[src/rtl/tm_arb_pkg.sv]
// rtl/tm_arb_pkg.sv - shared types and helpers for the tape memory arbiter
package tm_arb_pkg;

  localparam int NUM_REQ = 3;

  typedef enum logic [1:0] {
    REQ_LOADER  = 2'd0,
    REQ_COMPUTE = 2'd1,
    REQ_DEBUG   = 2'd2,
    REQ_NONE    = 2'd3
  } req_idx_e;

  typedef enum logic [1:0] {
    IDLE   = 2'd0,
    GRANT  = 2'd1,
    LOCKED = 2'd2
  } arb_state_e;

  // Requester index to one-hot; REQ_NONE maps to all zeros.
  function automatic logic [NUM_REQ-1:0] idx_to_onehot(input logic [1:0] idx);
    logic [NUM_REQ-1:0] oh;
    oh = '0;
    case (idx)
      2'd0:    oh = 3'b001;
      2'd1:    oh = 3'b010;
      2'd2:    oh = 3'b100;
      default: oh = '0;
    endcase
    return oh;
  endfunction

  // Lowest set index wins; 3 when nothing is set.
  function automatic logic [1:0] pick_lowest(input logic [NUM_REQ-1:0] v);
    logic [1:0] idx;
    idx = REQ_NONE;
    if (v[0])      idx = REQ_LOADER;
    else if (v[1]) idx = REQ_COMPUTE;
    else if (v[2]) idx = REQ_DEBUG;
    return idx;
  endfunction

endpackage

[src/rtl/arb_age_counter.sv]
// rtl/arb_age_counter.sv - saturating wait counter flagging a starved requester
module arb_age_counter #(
  parameter int MAX_WAIT = 8
) (
  input  logic clock_i,
  input  logic reset_i,
  input  logic inc_i,
  input  logic clr_i,
  output logic aged_o
);

  logic [3:0] cnt_q, cnt_d;

  assign aged_o = (cnt_q == 4'(MAX_WAIT));

  // Clear wins over increment; the count parks at MAX_WAIT until cleared.
  always_comb begin
    cnt_d = cnt_q;
    if (clr_i)                 cnt_d = '0;
    else if (inc_i && !aged_o) cnt_d = cnt_q + 4'd1;
  end

  // Count register.
  always_ff @(posedge clock_i or posedge reset_i) begin
    if (reset_i) cnt_q <= '0;
    else         cnt_q <= cnt_d;
  end

endmodule

[src/rtl/tape_mem_arbiter.sv]
// rtl/tape_mem_arbiter.sv - registered priority/aging arbiter for the single-port tape memory
module tape_mem_arbiter
  import tm_arb_pkg::*;
#(
  parameter int DW       = 4,
  parameter int W        = 64,
  parameter int AW       = $clog2(W),
  parameter int MAX_WAIT = 8
) (
  input  logic                  clock_i,
  input  logic                  reset_i,
  input  logic [NUM_REQ-1:0]    req_i,
  input  logic [NUM_REQ-1:0]    we_i,
  input  logic [NUM_REQ*AW-1:0] addr_i,
  input  logic [NUM_REQ*DW-1:0] wdata_i,
  input  logic [NUM_REQ-1:0]    lock_i,
  output logic [NUM_REQ-1:0]    gnt_o,
  output logic [NUM_REQ-1:0]    rvalid_o,
  output logic [DW-1:0]         rdata_o,
  output logic [1:0]            owner_o,
  output logic                  mem_re_o,
  output logic                  mem_we_o,
  output logic [AW-1:0]         mem_addr_o,
  output logic [DW-1:0]         mem_wdata_o,
  input  logic [DW-1:0]         mem_rdata_i
);

  arb_state_e           state_q, state_d;
  logic [1:0]           owner_q, owner_d;
  logic [NUM_REQ-1:0]   gnt_q, gnt_d;
  logic [NUM_REQ-1:0]   rvalid_q, rvalid_d;
  logic                 re_q, re_d, we_q, we_d;
  logic [AW-1:0]        addr_q, addr_d;
  logic [DW-1:0]        wdata_q, wdata_d;
  logic [NUM_REQ-1:0]   win_oh, elig, aged, owner_oh;

  for (genvar g = 0; g < NUM_REQ; g++) begin : g_age
    arb_age_counter #(.MAX_WAIT(MAX_WAIT)) u_age (
      .clock_i (clock_i),
      .reset_i (reset_i),
      .inc_i   (req_i[g] & ~win_oh[g]),
      .clr_i   (~req_i[g] | win_oh[g]),
      .aged_o  (aged[g])
    );
  end

  assign gnt_o       = gnt_q;
  assign rvalid_o    = rvalid_q;
  assign rdata_o     = (|rvalid_q) ? mem_rdata_i : '0;
  assign owner_o     = owner_q;
  assign mem_re_o    = re_q;
  assign mem_we_o    = we_q;
  assign mem_addr_o  = addr_q;
  assign mem_wdata_o = wdata_q;

  // Pick this edge's winner and the next FSM state. A locked owner with req
  // high always gets the slot (its lock at that edge decides whether the lock
  // continues); a locked owner that withdraws while still locking idles the
  // memory; otherwise aged requesters beat fixed order, and last cycle's
  // grantee sits out one decision.
  always_comb begin
    state_d  = state_q;
    owner_d  = owner_q;
    gnt_d    = '0;
    re_d     = 1'b0;
    we_d     = 1'b0;
    addr_d   = addr_q;
    wdata_d  = wdata_q;
    win_oh   = '0;
    owner_oh = idx_to_onehot(owner_q);
    elig     = req_i & ~gnt_q;
    rvalid_d = gnt_q & {NUM_REQ{re_q}};

    if (state_q == LOCKED && |(req_i & owner_oh)) begin
      win_oh = owner_oh;
    end else if (state_q == LOCKED && |(lock_i & owner_oh)) begin
      win_oh = '0;
    end else if (|(elig & aged)) begin
      win_oh = idx_to_onehot(pick_lowest(elig & aged));
    end else begin
      win_oh = idx_to_onehot(pick_lowest(elig));
    end

    if (|win_oh) begin
      state_d = (|(lock_i & win_oh)) ? LOCKED : GRANT;
    end else if (!(state_q == LOCKED && |(lock_i & owner_oh))) begin
      state_d = IDLE;
    end

    gnt_d = win_oh;
    for (int i = 0; i < NUM_REQ; i++) begin
      if (win_oh[i]) begin
        we_d    = we_i[i];
        re_d    = ~we_i[i];
        addr_d  = addr_i[i*AW +: AW];
        wdata_d = wdata_i[i*DW +: DW];
        owner_d = 2'(i);
      end
    end
  end

  // Registered decision and memory command; reset drops any pending read.
  always_ff @(posedge clock_i or posedge reset_i) begin
    if (reset_i) begin
      state_q  <= IDLE;
      owner_q  <= REQ_NONE;
      gnt_q    <= '0;
      rvalid_q <= '0;
      re_q     <= 1'b0;
      we_q     <= 1'b0;
      addr_q   <= '0;
      wdata_q  <= '0;
    end else begin
      state_q  <= state_d;
      owner_q  <= owner_d;
      gnt_q    <= gnt_d;
      rvalid_q <= rvalid_d;
      re_q     <= re_d;
      we_q     <= we_d;
      addr_q   <= addr_d;
      wdata_q  <= wdata_d;
    end
  end

endmodule

[config.mk]
export PLATFORM = sky130hd
export DESIGN_NAME = tape_mem_arbiter
export DESIGN_NICKNAME = d
export VERILOG_FILES = /design/src/rtl/tm_arb_pkg.sv /design/src/rtl/arb_age_counter.sv /design/src/rtl/tape_mem_arbiter.sv
export SDC_FILE = /design/constraint.sdc
export NUM_CORES = 1
export LEC_CHECK = 0
export BUFFER_PORTS_ARGS = -buffer_cell sky130_fd_sc_hd__buf_2
export CORE_ASPECT_RATIO = 1.25
export CORE_MARGIN = 2
export CORE_UTILIZATION = 45
export CTS_BUF_LIST = sky130_fd_sc_hd__clkbuf_8 sky130_fd_sc_hd__clkbuf_16
export CTS_CLUSTER_SIZE = 10
export DETAILED_ROUTE_END_ITERATION = 10
export GPL_TIMING_DRIVEN = 0
export PLACE_DENSITY = 0.76
export SKIP_CTS_REPAIR_TIMING = 1
export SYNTH_ARGS = -nofsm -noshare
export SYNTH_HDL_FRONTEND = slang
export SYNTH_HIERARCHICAL = 1
export SYNTH_SLANG_ARGS = --single-unit
[constraint.sdc]
create_clock -name clock_i -period 7.35 [get_ports clock_i]
set_clock_uncertainty 0.05 [all_clocks]
set_input_delay 0.3675 -clock clock_i [delete_from_list [all_inputs] [get_ports clock_i]]
set_output_delay 0.3675 -clock clock_i [all_outputs]
set_load 0.1 [all_outputs]
# ---- Word level (Yosys, flattened, before mapping)
# Cells that the tools add are included.
dict set report word_totals {
  reg_bits 34
  in_bits 45
  out_inout_bits 24
  wordCells 111
}
dict set report classes {
  n_addsub 3
  n_eq_ne 11
  n_mux 43
  bitwise 22
  n_reduce_logical 21
}
# cell count
set ops {}
lappend ops {{$mux W4} 10}
lappend ops {{$mux W2} 16}
lappend ops {{$pmux W3 S3} 3}
lappend ops {{$and A3 B3 Y3} 6}
lappend ops {{$mux W6} 3}
lappend ops {{$reduce_or A3 Y1} 6}
lappend ops {{$add A4 B1 Y4 const B} 3}
lappend ops {{$eq A4 B4 Y1 const B} 3}
lappend ops {{$mux W3} 3}
lappend ops {{$not A1 Y1} 9}
lappend ops {{$eq A2 B2 Y1 const B} 4}
lappend ops {{$mux W1} 8}
lappend ops {{$eq A2 B1 Y1 const B} 3}
lappend ops {{$logic_not A2 Y1} 3}
lappend ops {{$reduce_bool A2 Y1} 3}
lappend ops {{$logic_and A1 B1 Y1} 5}
lappend ops {{$and A1 B1 Y1} 3}
lappend ops {{$logic_not A1 Y1} 3}
lappend ops {{$not A3 Y3} 1}
lappend ops {{$or A1 B1 Y1} 3}
lappend ops {{$reduce_bool A3 Y1} 1}
lappend ops {{$ne A2 B1 Y1 const B} 1}

# ---- Longest topological paths before layout
# Gate-level depths: netlist of run 1.
dict set report depth {
  ltp_word 19
  depth_mapped 14
  ltp_nobuf 13
}

# ---- Hierarchy
# Netlist of run 1, hierarchy kept.
# module instances cells_each area_each_um2 seq_area_each_um2
set modules_own_cells {}
lappend modules_own_cells {tape_mem_arbiter 1 130 1412.6 553.0}
lappend modules_own_cells {arb_age_counter 3 25 236.5 100.1}

# ---- Worst setup path after synthesis of run 1
# No wires, ideal clock.
dict set report synth_timing {
  path_kind {reg2out}
  start {reg rvalid_q[1] (netlist: rvalid_o[1])}
  end {out rdata_o[0]}
  t_arrival_ns 2.506
  path_slack_ns 4.426
  stages_incl_launch_ff 3
  path_cell_list {dfrtp_1 nor3_1 nor2b_1}
}
dict set report synth_between {
  elab_chain_cells 2
}
# item line_no
set synth_rtl {}
lappend synth_rtl {{start: declaration} tape_mem_arbiter.sv:31} ;# logic [NUM_REQ-1:0] rvalid_q, rvalid_d;
lappend synth_rtl {{start signal: assignment} tape_mem_arbiter.sv:117} ;# rvalid_q <= rvalid_d;
lappend synth_rtl {{$reduce_or A3 Y1} tape_mem_arbiter.sv:49} ;# assign rdata_o = (|rvalid_q) ? mem_rdata_i : '0;
lappend synth_rtl {{$mux W4} tape_mem_arbiter.sv:49}
lappend synth_rtl {{end: declaration} tape_mem_arbiter.sv:19} ;# output logic [DW-1:0] rdata_o,
# Every way passes these cells.

# ---- Worst setup path in the final report of run 1
dict set report layout_timing {
  start {reg g_age[0].u_age.cnt_q[0]}
  end {reg g_age[2].u_age.cnt_q[0]}
}
dict set report layout_between {
  elab_chain_cells 15
  elab_cells_between_ends 20
}
# item line_no
set layout_rtl {}
lappend layout_rtl {{start: declaration} arb_age_counter.sv:12} ;# logic [3:0] cnt_q, cnt_d;
lappend layout_rtl {{start signal: assignment} arb_age_counter.sv:26} ;# else cnt_q <= cnt_d;
lappend layout_rtl {{$eq A4 B4 Y1 *} arb_age_counter.sv:14} ;# assign aged_o = (cnt_q == 4'(MAX_WAIT));
lappend layout_rtl {{via aged[0]} tape_mem_arbiter.sv:35} ;# logic [NUM_REQ-1:0] win_oh, elig, aged, owner_oh;
lappend layout_rtl {{$and A3 B3 Y3 *} {tape_mem_arbiter.sv:78, tape_mem_arbiter.sv:79}}
lappend layout_rtl {{$mux W2} tm_arb_pkg.sv:36} ;# if (v[0]) idx = REQ_LOADER;
lappend layout_rtl {{$mux W2} tape_mem_arbiter.sv:78} ;# end else if (|(elig & aged)) begin
lappend layout_rtl {{$mux W2} tape_mem_arbiter.sv:76} ;# end else if (state_q == LOCKED && |(lock_i & owner_oh)) begin
lappend layout_rtl {{$mux W2} tape_mem_arbiter.sv:74} ;# if (state_q == LOCKED && |(req_i & owner_oh)) begin
lappend layout_rtl {{$eq A2 B2 Y1, or another cell as far along} tm_arb_pkg.sv:23} ;# case (idx)
lappend layout_rtl {{$pmux W3 S3} tm_arb_pkg.sv:23}
lappend layout_rtl {{$mux W3 *} tape_mem_arbiter.sv:78}
lappend layout_rtl {{$mux W3 *} tape_mem_arbiter.sv:76}
lappend layout_rtl {{$mux W3 *} tape_mem_arbiter.sv:74}
lappend layout_rtl {{$not A1 Y1} tape_mem_arbiter.sv:41} ;# .inc_i (req_i[g] & ~win_oh[g]),
lappend layout_rtl {{$and A1 B1 Y1} tape_mem_arbiter.sv:41}
lappend layout_rtl {{$logic_and A1 B1 Y1} arb_age_counter.sv:20} ;# else if (inc_i && !aged_o) cnt_d = cnt_q + 4'd1;
lappend layout_rtl {{$reduce_bool A2 Y1 (no line)} -}
lappend layout_rtl {{end signal: assignment} arb_age_counter.sv:26}
lappend layout_rtl {{end: declaration} arb_age_counter.sv:12}
# The timed path passes the listed nets; every way through them passes the cells marked *. The select of a mux whose other input is x is not followed.
# A chain may end at the register's enable or synchronous reset.

==> qor.yml, run 1 <==
power_and_ir_drop:
  clock_power_share_pct: 11.4
  pwr-share-comb_pct: 64.7
  sw_frac_of_total_pct: 56.6
  switchingPower_uw: 703
  cell_internal_pwr_uw: 540
  leakage_nw: 1.33
  seq_power_share_pct: 23.9
  irDropWorstVdd_uv: 286
  power_per_cell_area_nw_per_um2: 472
  finalPower_mw: 1.24
global_routing:
  antenna_found_initial: 0
  grt-ovfl-total: 0
  grt_pass1_vias: 1783
  grt_usage_pct: 18.9
  grt_max_degree: 23
  grt_pass1_wl_mm: 7.64
floorplan:
  start_util_pct: 47.6
  num_rows: 27
  fp.dieArea_um2: 5280
  coreArea_um2: 4460
  die_y_um: 80.8
  chipWidth_um: 65.4
  pin_count: 69
worst_setup_path:
  r2r_start: "g_age[0].u_age/cnt_q[0]$_DFFE_PP0P_"
  critPathRequiredTime_ns: 7.47
  r2r-end: "g_age[2].u_age/cnt_q[0]$_DFFE_PP0P_"
  worstSetupPathType: "register to register"
  reg2reg_slack_ns: 4.47
  cp_data_arrival_time_ns: 3.00
  endpoint: "g_age[2].u_age/cnt_q[0]$_DFFE_PP0P_"
  crit_path_start: "g_age[0].u_age/cnt_q[0]$_DFFE_PP0P_"
  end_kind: "register"
  critPathMaxFanout: 10
  reg2reg_depth: 13
  critPathLaunchType: "register"
logic_synthesis:
  synth_edf_count: 0
  synthTopCellsByArea: "dfrtp_1 (38%), mux2_4 (7.8%), mux2_2 (6.4%), mux2_1 (5.3%), ha_1 (3.5%)"
  yosysSeqAreaShare_pct: 40.2
  synth_top_area_cell: "dfrtp_1"
  syn-num-nets: 256
  ys_seq_elements: 34
  yosys_warnings: 6
  post_synth.cell_area_avg_um2: 10.4
  synth_flop_cell: "dfrtp_1"
  synth_area_um2: 2120
  synth_common_cells: "dfrtp_1 (32), inv_1 (19), nand2_1 (18), nor2_1 (18), mux2_2 (12)"
  netlist_instances: 205
  yosysUniqueCellTypes: 40
  post-synth-top-count-cell: "dfrtp_1"
  synth.top_cell.area_share_pct: 37.7
  synthArstFlopShare_pct: 100
timing:
  finalSetupViolations: 0
  hold_viol: 0
  finalCritPeriodShare_pct: 39.1
  relSlewSlack_pct: 43.8
  rsz0062_at_grt: "false"
  slew_violations: 0
  tightest_slew_ns: 0.842
  max_freq_mhz: 348
  setup_tns_ns: 0
  min_period_ns: 2.88
finish:
  layoutNonFillerInstCount: 340
  fin_area_um2: 2640
  fin_nets: 332
  drive_above_1_share_pct: 40.4
  syn_to_final_growth_pct: 24.2
  antenna_cells: 0
routing:
  dr.pass1.iters: 4
  routed_via_density: 5.11
  drt-total-wl_mm: 4.48
  drt_iter0_drc: 37
  drc: 0
  vias: 1737
  routedWlPerCell_um: 13.2
  ant_nets: 0
place:
  dp_cells: 331
  hpwl_mm: 3.57
  place_area_um2: 2530
  port_buffers: 68
  gp_congestion: 0.802
job:
  maxCapViolations: 0
clocking:
  clock-root-buffer: "clkbuf_8"
  cts.sinks: 34
  cts_tree: "done"
  path_clk_slew_ns: 0.07
  htreeDepth: 2
  clk_path_buf_depth: 2
  clk_latency_ns: 0.29
  cts_buffers: 5
min_path:
  hp-class: "input pin to register"
run_status:
  status: "completed"
==> critical path, cell delays in order, from the launching register on <==
cell and delay, ns:
dfrtp_1 0.43, inv_1 0.10, ha_1 0.15, nand2_1 0.08, nor2_1 0.15, nand3b_1 0.16, nand3b_1 0.13, nor3b_1 0.07
a22oi_2 0.31, buf_2 0.32, nand2_1 0.19, inv_1 0.13, o21a_1 0.19, mux2_4 0.31
==> cells by family (layout without fill, tap and decap cells) <==
kind of cell | Yosys count | in the layout | synth area share (%)
simple gates | 75 | 75 | 18.6
mux | 37 | 37 | 21.3
flops | 34 | 34 | 40.2
compound gates | 25 | 25 | 9.97
buf+inv | 25 | 102 | 5.13
fa+ha+maj | 6 | 6 | 3.54
xor+xnor | 3 | 3 | 1.24
==> per-stage QoR <==
step	setup slack [ns]	hold WS [ns]	utilization (%)
CTS	4.42	-0.0696	58.9
floorplan	4.43	0.0836	-
global placement	4.51	0.248	56.8
finish	4.47	0.256	59.1
global route	4.19	0.260	59.1
detailed placement	4.44	0.245	56.8
==> worst min path at each step <==
stage	end	cells past startpoint	startpoint	slack, ns
global route	mem_we_o$_DFF_PP0_	3	we_i[1]	0.26
finish	mem_we_o$_DFF_PP0_	3	we_i[1]	0.26
detailed placement	g_age[1].u_age/cnt_q[3]$_DFFE_PP0P_	2	reset_i	0.25
CTS	g_age[0].u_age/cnt_q[2]$_DFFE_PP0P_	2	reset_i	-0.07
global placement	g_age[1].u_age/cnt_q[2]$_DFFE_PP0P_	2	reset_i	0.25
floorplan	g_age[0].u_age/cnt_q[0]$_DFFE_PP0P_	1	reset_i	0.08
==> registers in the layout, summed over array words and instances, names as in the netlist <==
register and flops:
mem_re_o 1, g_age.u_age/cnt_q 12, mem_addr_o 6, gnt_o 3
mem_wdata_o 4, rvalid_o 3, state_q 2, owner_o 2
mem_we_o 1
==> cell type report <==
type / count / area, um^2
Fill cell: 417 / 1820
Multi-Input combinational cell: 146 / 1160
Sequential cell: 34 / 853
Timing Repair Buffer: 69 / 350
Clock buffer: 6 / 82.6
Inverter: 20 / 75.1
Tap cell: 58 / 72.6
Buffer: 5 / 33.8
Clock inverter: 2 / 8.76
==> layer usage <==
layer  wire (um)  GRT usage [%]
met4          94           8.54
met2        2260           33.2
met1        1820           20.7
met5           0              0
met3         309           6.09
==> power groups by stage <==
stage / Combinational (mW) / Clock (mW) / Sequential, mW
6_report: 0.805 / 0.141 / 0.297
5_1_grt: 0.848 / 0.155 / 0.307
4_1_cts: 0.813 / 0.148 / 0.297
3_5_place_dp: 0.812 / 0 / 0.299
3_3_place_gp: 0.801 / 0 / 0.298
2_1_floorplan: 0.331 / 0 / 0.649
==> cell usage in the layout, fill, tap and decap left out, drive strengths merged, types with 2 or more instances in the layout <==
cell type and instances:
nand2b 11, and2 4, dfstp 2, or3b 3, o21ai 7, nand3b 4
a21oi 6, xor2 3, nand4 3, o21a 5, mux2i 4, clkbuf 7
nor2 18, dfrtp 32, buf 72, nand2 18, a22oi 2, nor3 2
ha 6, inv 21, nor2b 5, nand3 4, mux2 33
Note: power is estimated with default switching activity, not from simulation.
==> run 2, diff against run 1 <==
clock period = 3 ns   (was 7.35 ns; I/O delays follow)
==> run 2 against run 1 <==
Effect of this change:
- sequential cell count unchanged
- via count increased by 0.69%
- critical path depth unchanged
- cell count rose by 1.5%
- die area stayed put
- critical path type unchanged
- sequential power up 150%
- maximum frequency increased by 4.8%
- first-iteration DRC count increased by 24%
==> qor.yml, run 2 (synthesis results as in run 1) <==
finish:
  largest_register_ffs: 12  # unchanged
  top_register: "g_age.u_age/cnt_q"
  fillCellCount: 416  # -0.24%
  fin_nets: 337  # +1.5%
  layout.cells.most_common: "buf_2"
  layout_common_cells: "buf_2 (69), dfrtp_1 (32), inv_1 (20)"
  drive_above_1_share_pct: 41.5  # +1.0 points
  antenna_cells: 0  # unchanged
  final_core_util_pct: 60.0  # +0.90 points
  fin_area_um2: 2680  # +1.5%
  syn_to_final_growth_pct: 26.1
  multiInputGateArea_um2: 1160  # unchanged
  seq_area_um2: 853  # unchanged
routing:
  drc: 0  # unchanged
  drt_iter0_drc: 46  # +24%
  ant_nets: 0  # unchanged
  dr.pass1.iters: 4  # unchanged
  vias: 1749  # +0.69%
  routedWlPerCell_um: 13.1  # -0.33%
  drt-total-wl_mm: 4.53  # +1.1%
  routed_via_density: 5.07  # -0.77%
worst_setup_path:
  end_kind: "register"
  cp_slowest_cell: "dfrtp_1"
  reg2reg_slack_ns: 0.25  # -4.22 ns
  cpPeakStageDelay_ns: 0.41  # -0.02 ns
  crit_family: "simple AND/OR/NAND/NOR gates"
  critPathLaunchType: "register"
  reg2reg_depth: 13  # unchanged
  r2r_start: "g_age[0].u_age/cnt_q[0]$_DFFE_PP0P_"
  r2r-end: "g_age[2].u_age/cnt_q[0]$_DFFE_PP0P_"
  crit_buf_inv: 3  # unchanged
  cp_data_arrival_time_ns: 2.87  # -0.13 ns
  cp.depth: 13  # unchanged
  critPathMaxFanout: 10  # unchanged
  critPathRequiredTime_ns: 3.12  # -4.35 ns
  worstSetupPathType: "register to register"
  crit_chain: "inv_1 -> ha_1 -> nand2_1 -> nor2_1 -> nand3b_1 -> nand3b_1 -> nor3b_1 -> a22oi_2 -> clkbuf_4 -> nand2_1 -> inv_1 -> o21a_1 -> mux2_4"
timing:
  rsz0062_at_grt: "false"
  slew_violations: 0  # unchanged
  hold_viol: 0  # unchanged
  max_freq_mhz: 364  # +4.8%
  setup_tns_ns: 0  # unchanged
  finalSetupViolations: 0  # unchanged
  finalCritPeriodShare_pct: 91.5  # +52 points
  tightest_slew_ns: 0.844  # +0.00142 ns
  relSlewSlack_pct: 43.7  # -0.095 points
  min_period_ns: 2.75  # -0.133 ns
place:
  port_buffers: 68  # unchanged
  gp_congestion: 0.802  # unchanged
  hpwl_mm: 3.57  # unchanged
  place_area_um2: 2530  # unchanged
global_routing:
  grt_pass1_wl_mm: 7.64  # unchanged
  grt-ovfl-total: 0  # unchanged
  antenna_found_initial: 0  # unchanged
  grt_max_degree: 23  # unchanged
  grt_usage_pct: 18.9  # unchanged
  grt_pass1_vias: 1783  # unchanged
min_path:
  hold_start: "we_i[1]"
  hp-class: "input pin to register"
  hold_depth: 3  # unchanged
  hold-path-endpoint: "mem_we_o$_DFF_PP0_"
floorplan:
  coreArea_um2: 4460  # unchanged
  chipWidth_um: 65.4  # unchanged
  fp.dieArea_um2: 5280  # unchanged
  die_y_um: 80.8  # unchanged
  start_util_pct: 47.6  # unchanged
  pin_count: 69  # unchanged
  num_rows: 27  # unchanged
power_and_ir_drop:
  leakage_nw: 1.35  # +1.9%
  irDropWorstVdd_uv: 702  # +150%
  power_per_cell_area_nw_per_um2: 1150  # +140%
clocking:
  cts_buffers: 5  # unchanged
  clk_latency_ns: 0.29  # about the same
  cts_tree: "done"
  clock-root-buffer: "clkbuf_8"
  cts.sinks: 34  # unchanged
  path_clk_slew_ns: 0.07  # about the same
  htreeDepth: 2  # unchanged
  clk_path_buf_depth: 2  # unchanged
job:
  maxCapViolations: 0  # unchanged
run_status:
  status: "completed"
run 2: cell count changes in the layout (fill, tap and decap cells not counted):
| cell | before | now |
|---|---|---|
| buf_2 | 70 | 69 |
| buf_4 | 1 | 6 |
| clkbuf_4 | 0 | 1 |
run 2: power breakdown:
| part | total (mW) | leakage (nW) | internal [mW] | switching [mW] |
|---|---|---|---|---|
| logic | 2.01 | 0.869 | 0.549 | 1.46 |
| clock network | 0.347 | 0.0524 | 0.182 | 0.165 |
| registers | 0.728 | 0.432 | 0.620 | 0.108 |
| total | 3.08 | 1.35 | 1.35 | 1.73 |
run 2: per-stage QoR:
| stage | std cells | hold WS (ns) | setup slack, ns | power [mW] |
|---|---|---|---|---|
| after global placement | 331 | 0.0308 | 0.163 | 2.69 |
| after detailed placement | 331 | 0.0278 | 0.0868 | 2.72 |
| after CTS | 339 | -0.287 | 0.0735 | 3.08 |
| after global routing | 345 | 0.0421 | 0.0349 | 3.24 |
| after floorplan | 205 | -0.134 | 0.114 | 2.40 |
| final | 345 | 0.0385 | 0.255 | 3.08 |
run 2: worst max-delay path by stage:
stage / start / to / slack [ns]
after global placement: g_age[1].u_age/cnt_q[0]$_DFFE_PP0P_ / g_age[2].u_age/cnt_q[0]$_DFFE_PP0P_ / 0.16
after floorplan: owner_o[1]$_DFFE_PP1P_ / g_age[2].u_age/cnt_q[0]$_DFFE_PP0P_ / 0.11
final: g_age[0].u_age/cnt_q[0]$_DFFE_PP0P_ / g_age[2].u_age/cnt_q[0]$_DFFE_PP0P_ / 0.25
after detailed placement: g_age[0].u_age/cnt_q[0]$_DFFE_PP0P_ / mem_wdata_o[2]$_DFFE_PP0P_ / 0.09
after CTS: g_age[0].u_age/cnt_q[0]$_DFFE_PP0P_ / g_age[2].u_age/cnt_q[0]$_DFFE_PP0P_ / 0.07
after global routing: g_age[0].u_age/cnt_q[0]$_DFFE_PP0P_ / g_age[2].u_age/cnt_q[2]$_DFFE_PP0P_ / 0.03
run 2: worst min-delay path: stages:
cell and delay [ns]:
buf_2 0.08, nand2_1 0.04, nand3_1 0.06
run 2: area by class of cell:
cell class / instances / share of cell area, %
Clock inverter: 2 / 0.327
Tap cell: 58 / 2.71
Multi-Input combinational cell: 146 / 43.3
Inverter: 20 / 2.81
Timing Repair Buffer: 74 / 14.5
Sequential cell: 34 / 31.9
Buffer: 5 / 1.36
Clock buffer: 6 / 3.09
run 2: layer usage:
metal	global-route usage (%)	vias up	wire, um
li1	-	857	-
met1	20.7	824	1830
met2	33.2	61	2300
met3	6.09	7	304
met4	8.54	0	94
met5	0	-	0
